<file path="src/rtl/fxp_add_ctrl_pkg.sv">
// Shared types and constants for the fixed-point adder controller.
// The datapath saturates to SAT_MAX/SAT_MIN; sat_add is its reference behaviour.
package fxp_add_ctrl_pkg;

  localparam int DW = 16;
  localparam logic signed [DW-1:0] SAT_MAX = 16'sh7FFF;
  localparam logic signed [DW-1:0] SAT_MIN = 16'sh8000;

  typedef enum logic [1:0] {
    ST_IDLE   = 2'd0,
    ST_ACTIVE = 2'd1,
    ST_STALL  = 2'd2
  } state_t;

  typedef struct packed {
    logic [DW-1:0] a;
    logic [DW-1:0] b;
  } op_pair_t;

  function automatic logic [DW-1:0] sat_add(input logic [DW-1:0] a, input logic [DW-1:0] b);
    logic [DW:0] s;
    s = {a[DW-1], a} + {b[DW-1], b};
    if (s[DW] != s[DW-1]) return s[DW] ? SAT_MIN : SAT_MAX;
    return s[DW-1:0];
  endfunction

endpackage

</file>
<file path="src/rtl/fxp_sync_fifo.sv">
// Single-clock FIFO, head visible combinationally on dout; power-of-2 depth.
// Push is accepted when not full or when a pop happens on the same edge.
module fxp_sync_fifo #(
  parameter int WIDTH = 16,
  parameter int DEPTH = 4
) (
  input  logic                   clk,
  input  logic                   rst_n,
  input  logic                   push,
  input  logic [WIDTH-1:0]       din,
  input  logic                   pop,
  output logic [WIDTH-1:0]       dout,
  output logic [$clog2(DEPTH):0] count
);

  localparam int AW = $clog2(DEPTH);
  localparam logic [AW:0] FULL = (AW+1)'(DEPTH);

  logic [WIDTH-1:0] mem [DEPTH];
  logic [AW-1:0]    wr_ptr;
  logic [AW-1:0]    rd_ptr;
  logic             wr;
  logic             rd;

  assign rd   = pop && (count != '0);
  assign wr   = push && ((count != FULL) || rd);
  assign dout = mem[rd_ptr];

  // Storage is cleared on reset so the head reads 0 out of reset.
  always_ff @(posedge clk or negedge rst_n) begin
    if (!rst_n) begin
      wr_ptr <= '0;
      rd_ptr <= '0;
      count  <= '0;
      for (int i = 0; i < DEPTH; i++) mem[i] <= '0;
    end else begin
      if (wr) begin
        mem[wr_ptr] <= din;
        wr_ptr      <= wr_ptr + AW'(1);
      end
      if (rd) rd_ptr <= rd_ptr + AW'(1);
      case ({wr, rd})
        2'b10:   count <= count + (AW+1)'(1);
        2'b01:   count <= count - (AW+1)'(1);
        default: ;
      endcase
    end
  end

endmodule

</file>
<file path="src/rtl/fxp_add_ctrl.sv">
// Operand/result buffering and credit-based issue control around a 1-cycle saturating adder.
// Issue is blocked unless the result FIFO has room for every outstanding sum.
module fxp_add_ctrl
  import fxp_add_ctrl_pkg::*;
#(
  parameter int OP_DEPTH  = 4,
  parameter int RES_DEPTH = 4
) (
  input  logic          CLK,
  input  logic          RST,
  input  logic          in_valid,
  output logic          in_ready,
  input  logic [DW-1:0] in_a,
  input  logic [DW-1:0] in_b,
  output logic          dp_en_out,
  output logic [DW-1:0] dp_a_out,
  output logic [DW-1:0] dp_b_out,
  input  logic [DW-1:0] dp_c_in,
  input  logic          dp_c_valid_in,
  output logic          res_valid,
  input  logic          res_ready,
  output logic [DW-1:0] res_data,
  output logic          busy
);

  localparam int OAW = $clog2(OP_DEPTH);
  localparam int RAW = $clog2(RES_DEPTH);

  op_pair_t        op_head;
  logic [2*DW-1:0] op_head_raw;
  logic [OAW:0]    op_count;
  logic [RAW:0]    res_count;
  logic            op_push;
  logic            op_empty;
  logic            credit_ok;
  logic            issue;
  logic            inflight;
  logic            res_push;
  logic            res_pop;
  logic [DW-1:0]   last_a;
  logic [DW-1:0]   last_b;
  state_t          state;
  state_t          state_nxt;

  assign in_ready  = op_count < (OAW+1)'(OP_DEPTH);
  assign op_push   = in_valid && in_ready;
  assign op_empty  = (op_count == '0);
  assign op_head   = op_pair_t'(op_head_raw);

  // The sum in flight already owns a result slot, so it counts against the credit.
  assign credit_ok = ({1'b0, res_count} + (RAW+2)'(inflight)) < (RAW+2)'(RES_DEPTH);
  assign issue     = !op_empty && credit_ok;

  assign dp_en_out = issue;
  assign dp_a_out  = issue ? op_head.a : last_a;
  assign dp_b_out  = issue ? op_head.b : last_b;

  assign res_push  = dp_c_valid_in && inflight;
  assign res_valid = (res_count != '0);
  assign res_pop   = res_valid && res_ready;
  assign busy      = (state != ST_IDLE);

  fxp_sync_fifo #(.WIDTH(2*DW), .DEPTH(OP_DEPTH)) u_op_fifo (
    .clk   (CLK),
    .rst_n (RST),
    .push  (op_push),
    .din   ({in_a, in_b}),
    .pop   (issue),
    .dout  (op_head_raw),
    .count (op_count)
  );

  fxp_sync_fifo #(.WIDTH(DW), .DEPTH(RES_DEPTH)) u_res_fifo (
    .clk   (CLK),
    .rst_n (RST),
    .push  (res_push),
    .din   (dp_c_in),
    .pop   (res_pop),
    .dout  (res_data),
    .count (res_count)
  );

  always_ff @(posedge CLK or negedge RST) begin
    if (!RST) begin
      inflight <= 1'b0;
      last_a   <= '0;
      last_b   <= '0;
      state    <= ST_IDLE;
    end else begin
      inflight <= issue;
      if (issue) begin
        last_a <= op_head.a;
        last_b <= op_head.b;
      end
      state <= state_nxt;
    end
  end

  always_comb begin
    state_nxt = state;
    case (state)
      ST_IDLE: begin
        if (op_push) state_nxt = ST_ACTIVE;
      end
      ST_ACTIVE: begin
        if (!op_empty && !credit_ok)
          state_nxt = ST_STALL;
        else if (op_empty && !res_valid && !inflight && !op_push)
          state_nxt = ST_IDLE;
      end
      ST_STALL: begin
        if (res_pop) state_nxt = ST_ACTIVE;
      end
      default: state_nxt = ST_IDLE;
    endcase
  end

endmodule

</file>
<file path="config.mk">
export PLATFORM = sky130hd
export DESIGN_NAME = fxp_add_ctrl
export DESIGN_NICKNAME = d
export VERILOG_FILES = /design/src/rtl/fxp_add_ctrl_pkg.sv /design/src/rtl/fxp_sync_fifo.sv /design/src/rtl/fxp_add_ctrl.sv
export SDC_FILE = /design/constraint.sdc
export NUM_CORES = 1
export LEC_CHECK = 0
export CAP_MARGIN = 20
export CORE_ASPECT_RATIO = 0.9
export CORE_MARGIN = 2
export CORE_UTILIZATION = 31
export CTS_CLUSTER_DIAMETER = 50
export DETAILED_ROUTE_END_ITERATION = 7
export PLACE_DENSITY = 0.5
export SLEW_MARGIN = 20
export SYNTH_ARGS = -nofsm -noshare
export SYNTH_HDL_FRONTEND = slang
export SYNTH_SLANG_ARGS = --single-unit
</file>
<file path="constraint.sdc">
create_clock -name CLK -period 3 [get_ports CLK]
set_clock_uncertainty 0.15 [all_clocks]
set_input_delay 0.6 -clock CLK [delete_from_list [all_inputs] [get_ports CLK]]
set_output_delay 0.6 -clock CLK [all_outputs]
set_load 0.005 [all_outputs]
</file>
# Yosys cells after proc, flatten, opt, wreduce, memory -nomap -nowiden
# Cells that the tools add are included.
# Widths: inputs -> output; s select.
op_classes:
  add_sub_neg: 9
  n_lt_le_gt_ge: 8
  eq_ne: 11
  muxes: 21
  bitwise: 4
  n_reduce_logical: 29
op_table:
  columns: ["operator", "n"]
  rows:
  - ["$bwmux 128", 1]
  - ["$mux 32", 3]
  - ["$mux 16", 5]
  - ["$bmux 32 s2", 1]
  - ["$bwmux 64", 1]
  - ["$demux 32 s2", 1]
  - ["$bmux 16 s2", 1]
  - ["$demux 16 s2", 1]
  - ["$logic_and 1x1->1", 14]
  - ["$ge 3x3->1 const B", 4]
  - ["$not 2->3", 4]
  - ["$pmux 3 s2", 2]
  - ["$ne 3x3->1 const B", 3]
  - ["$add 2x1->2 const B", 4]
  - ["$mux 2", 4]
  - ["$add 3x1->3 const B", 2]
  - ["$eq 2x1->1 const B", 3]
  - ["$eq 2x2->1 const B", 3]
  - ["$lt 3x1->1 const B", 2]
  - ["$pmux 2 s3", 1]
  - ["$reduce_bool 2->1", 3]
  - ["$reduce_bool 3->1", 2]
  - ["$sub 3x1->3 const B", 2]
  - ["$logic_not 1->1", 5]
  - ["9 further kinds", 10]
word_totals:
  reg_bits: 241
  inputBits: 53
  output_inout_bits: 52
  elab_cells: 100

# Longest topological paths before layout
depth:
  depth_word: 8
  depth_mapped: 10
  ltp_nobuf: 9

# Modules after synthesis
# From an unflattened synthesis, not the netlist that was laid out.
hier_totals:
  cells_unflattened: 642
  area_unflattened_um2: 10784.1
by_module_without_submodules:
  columns: ["mod", "instances", "cells_per_inst", "area_each_um2", "seq_area_each_um2"]
  rows:
  - ["fxp_sync_fifo at u_op_fifo", 1, 361, 6043.3, 3378.2]
  - ["fxp_sync_fifo at u_res_fifo", 1, 191, 3183.1, 1776.7]
  - ["fxp_add_ctrl", 1, 90, 1557.7, 875.8]

# Worst setup path after synthesis
# OpenSTA, ideal clock, no wires.
synth_path:
  path_kind: "flip-flop to output port"
  from: "reg u_op_fifo.rd_ptr[0]"
  to: "out dp_a_out[0]"
  arrival_time_ns: 1.590
  required_time_ns: 2.250
  path_slack_ns: 0.660
  path_stages_with_launch: 5
  n_path_buf: 2
  path_cell_list: "dfrtp_1 -> buf_2 -> buf_2 -> mux4_2 -> mux2_2"
synth_via:
  elab_chain_len: 5
synth_lines:
  columns: ["item", "line", "text"]
  rows:
  - ["from (decl)", "fxp_sync_fifo.sv:21", "logic [AW-1:0] rd_ptr;"]
  - ["from (signal assigned)", "fxp_sync_fifo.sv:41", "if (rd) rd_ptr <= rd_ptr + AW'(1);"]
  - ["$not 2->3 (not written as such)", "fxp_sync_fifo.sv:27", "assign dout = mem[rd_ptr];"]
  - ["$bmux 32 s2", "fxp_sync_fifo.sv:27", null]
  - ["$mux 32 (not written as such) (2 in a row)", "fxp_sync_fifo.sv:27", null]
  - ["$mux 16", null, null]
  - ["to (decl)", "fxp_add_ctrl.sv:16", "output logic [DW-1:0] dp_a_out,"]
# No other way between the ends. The select of a mux whose other input is x is not followed.

# Final worst setup path
layout_path:
  from: "reg u_op_fifo.rd_ptr[0]"
  to: "out dp_a_out[2]"
# The elaborated chain is that of the path after synthesis.

==> flow_summary.json <==
{
  "fmaxAchievable_ghz": 0.332,
  "ys_types": 31,
  "slowest_delay_ns": 0.43,
  "wl_met1_um": 10700,
  "numPlacedInstances": 1191,
  "start_util_pct": 31.3,
  "antenna_found_initial": 0,
  "ys_seq_elements": 241,
  "met2WireLength_um": 12400,
  "cts_tree": "done",
  "yosysTopAreaCell": "dfrtp_1",
  "crit_arrival_ns": 2.27,
  "grt-ovfl-total": 0,
  "areaGrowthSynthToFinish_pct": 28.7,
  "status": "finished with violations",
  "detail_route.wl_per_cell_um": 19.6,
  "numCtsBuffers": 34,
  "violations": "setup timing",
  "drive_gt1_share_pct": 51.4,
  "grt_pass1_wl_um": 39800,
  "cts_root_buf": "clkbuf_16",
  "fillCellCount": 3103,
  "p_per_area_nw_per_um2": 1240,
  "h-tree-depth": 2,
  "first_pass_iters": 4,
  "final_util_pct": 40.3,
  "ir_drop_mv": 0.585,
  "timing.rr.start": "u_res_fifo.count[1]",
  "ys_seq_area_share_pct": 56.8,
  "final_nets": 851,
  "ant_nets": 0,
  "design.die.area_um2": 35700,
  "r2r_end": "u_op_fifo.count[2]",
  "rsz0062_at_grt": "yes",
  "clock_sinks": 241,
  "synth_top_area_share_pct": 56.8,
  "cp_top_family": "multiplexers",
  "min_to": "last_b[8]",
  "timing.final.ws_setup_ns": -0.0153,
  "avgSynthCellArea_um2": 16.9,
  "cap_violations": 0,
  "drc_errors": 0,
  "rrSetupSlack_ns": 0.53,
  "clk_latency_ns": 0.50,
  "rows": 64,
  "slew_headroom_pct": 54.5,
  "crit_fanout": 5,
  "finalHoldViolations": 0,
  "via_per_inst": 4.65,
  "die_w_um": 199,
  "instances_no_fill": 1270,
  "rr_worst_depth": 10,
  "ys_warn_count": 0,
  "clockBufferDepth": 3,
  "final_common_cell": "dfrtp_1",
  "required_ns": 2.25,
  "setup.worst_path.class": "register to output pin",
  "setup_violations": 1,
  "p_leak_nw": 5.96,
  "route.met3.wl_um": 1170,
  "setup.worst_path.start_class": "register",
  "worstHoldStart": "last_b[8]",
  "num_antenna_cells": 0,
  "final_cell_mix": "dfrtp_1, mux2_2, clkdlybuf4s50_1",
  "clk_pin_slew_ns": 0.05,
  "slowest_stage": "dfrtp_2",
  "die_height_um": 180,
  "fin_crit_sh_pct": 101,
  "path_cells": "buf_12 > buf_16 > buf_12 > buf_6 > mux4_2 > mux2_4 > buf_6",
  "dp_hpwl_um": 15500,
  "min_period_ns": 3.02,
  "syn_area_um2": 10600,
  "grt_start_max_net_pins": 80,
  "critPathBufInv": 5,
  "routed_wl_um": 24900,
  "synthTopCellsByArea": "dfrtp_1, mux2_2, mux4_2",
  "top_layer": "met4",
  "tightest_slew_ns": 0.683,
  "end_kind": "output pin",
  "synthCells": 628,
  "hold_class": "register to register",
  "core_um2": 33900,
  "drt-initial-drc-count": 161,
  "vias": 5908,
  "synth_fp_nets": 693,
  "gp_congestion": 0.703,
  "first_global_vias": 7009,
  "grt.total_usage_pct": 14.5,
  "io_pins": 105,
  "slew_violations": 0,
  "holdPathStages": 1,
  "port_buffers": 104
}
## sequential cells by signal, summed over array words and instances, names as in the netlist, 3 cells and up
signal            cells
u_op_fifo.mem       128
u_res_fifo.count      3
last_a               16
last_b               16
u_op_fifo.count       3
u_res_fifo.mem       64
## per-layer routing
metal  global-route usage, %  up-vias
li1                        -     2612
met1                    18.2     3136
met2                    24.8      113
met3                    3.40       47
met4                    4.39        0
met5                       0        -
## how the worst max path moves through the flow
stage | slack, ns | from | depth (start not counted) | to
6_report | -0.02 | u_op_fifo.rd_ptr[0] | 7 | dp_a_out[2]
3_3_place_gp | 0.25 | u_op_fifo.count[1] | 5 | dp_a_out[5]
3_5_place_dp | 0.17 | res_ready | 10 | u_res_fifo.count[2]
5_1_grt | -0.09 | u_op_fifo.rd_ptr[0] | 7 | dp_a_out[2]
2_1_floorplan | 0.66 | u_op_fifo.rd_ptr[0] | 4 | dp_a_out[0]
4_1_cts | -0.05 | u_op_fifo.rd_ptr[0] | 7 | dp_a_out[2]
## logic make-up (layout without fill, tap and decap cells)
logic type	after synthesis	after routing	share of synthesized area, %
mux	273	273	35.4
xor+xnor	12	12	0.990
flops	241	241	56.8
fa+ha+maj	12	12	1.56
simple gates	31	31	1.56
buf+inv	52	232	3.24
compound gates	7	7	0.413
## power by group
group / total, mW / internal [mW] / switching [mW]
sequential: 5.77 / 4.93 / 0.835
combinational: 7.38 / 4.66 / 2.72
clock: 3.77 / 2.35 / 1.43
total: 16.9 / 11.9 / 4.98
## layout make-up
| type | count | area (µm²) | area share [%] |
|---|---|---|---|
| clock buffers | 46 | 967 | 7.08 |
| clock inverters | 12 | 104 | 0.760 |
| flip-flops and latches | 241 | 6030 | 44.2 |
| inverters | 14 | 52.6 | 0.385 |
| repair buffers | 160 | 1560 | 11.4 |
| multi-input cells | 335 | 4360 | 31.9 |
| well taps | 462 | 578 | 4.23 |
## cell usage after synthesis
cell type and count:
a31oi_1 1, and2_1 6, buf_1 1, buf_12 4, buf_2 19, buf_6 8, clkbuf_1 6, dfrtp_1 241
fa_1 2, ha_1 10, inv_1 14, mux2_2 184, mux2_4 40, mux2i_1 1, mux4_2 48, nand2_1 12
nand3_1 1, nand3b_1 1, nor2_1 3, nor2_2 1, nor2b_1 2, nor3_1 1, nor4b_2 1, o21ai_0 4
o311ai_0 1, o32ai_1 1, or2_2 1, or3_1 1, or3_2 1, xnor2_1 7, xor2_1 5
## repair_timing
| item | CTS | global route |
|---|---|---|
| endpoints found under the setup margin | 32 | 28 |
| setup buffers | 16 | 1 |
| pin swaps | 0 | 1 |
| resized for setup | 108 | 17 |
| hold buffers | 1 | 0 |
| gates cloned | 3 | 0 |
| hold endpoints to repair | 70 | 0 |
## through the flow
| stage | total power [mW] | setup WS (ns) | hold slack, ns | instance area, µm² | setup TNS, ns |
|---|---|---|---|---|---|
| 2_1_floorplan | 9.94 | 0.660 | 0.154 | 10600 | 0 |
| 3_3_place_gp | 12.5 | 0.251 | 0.331 | 12300 | 0 |
| 3_5_place_dp | 12.9 | 0.166 | 0.335 | 12300 | 0 |
| 4_1_cts | 17.2 | -0.0548 | 0.344 | 13700 | -0.218 |
| 5_1_grt | 18.0 | -0.0913 | 0.351 | 13700 | -0.625 |
| 6_report | 16.9 | -0.0153 | 0.341 | 13700 | -0.0153 |
Power figures use the tool's default switching activity.
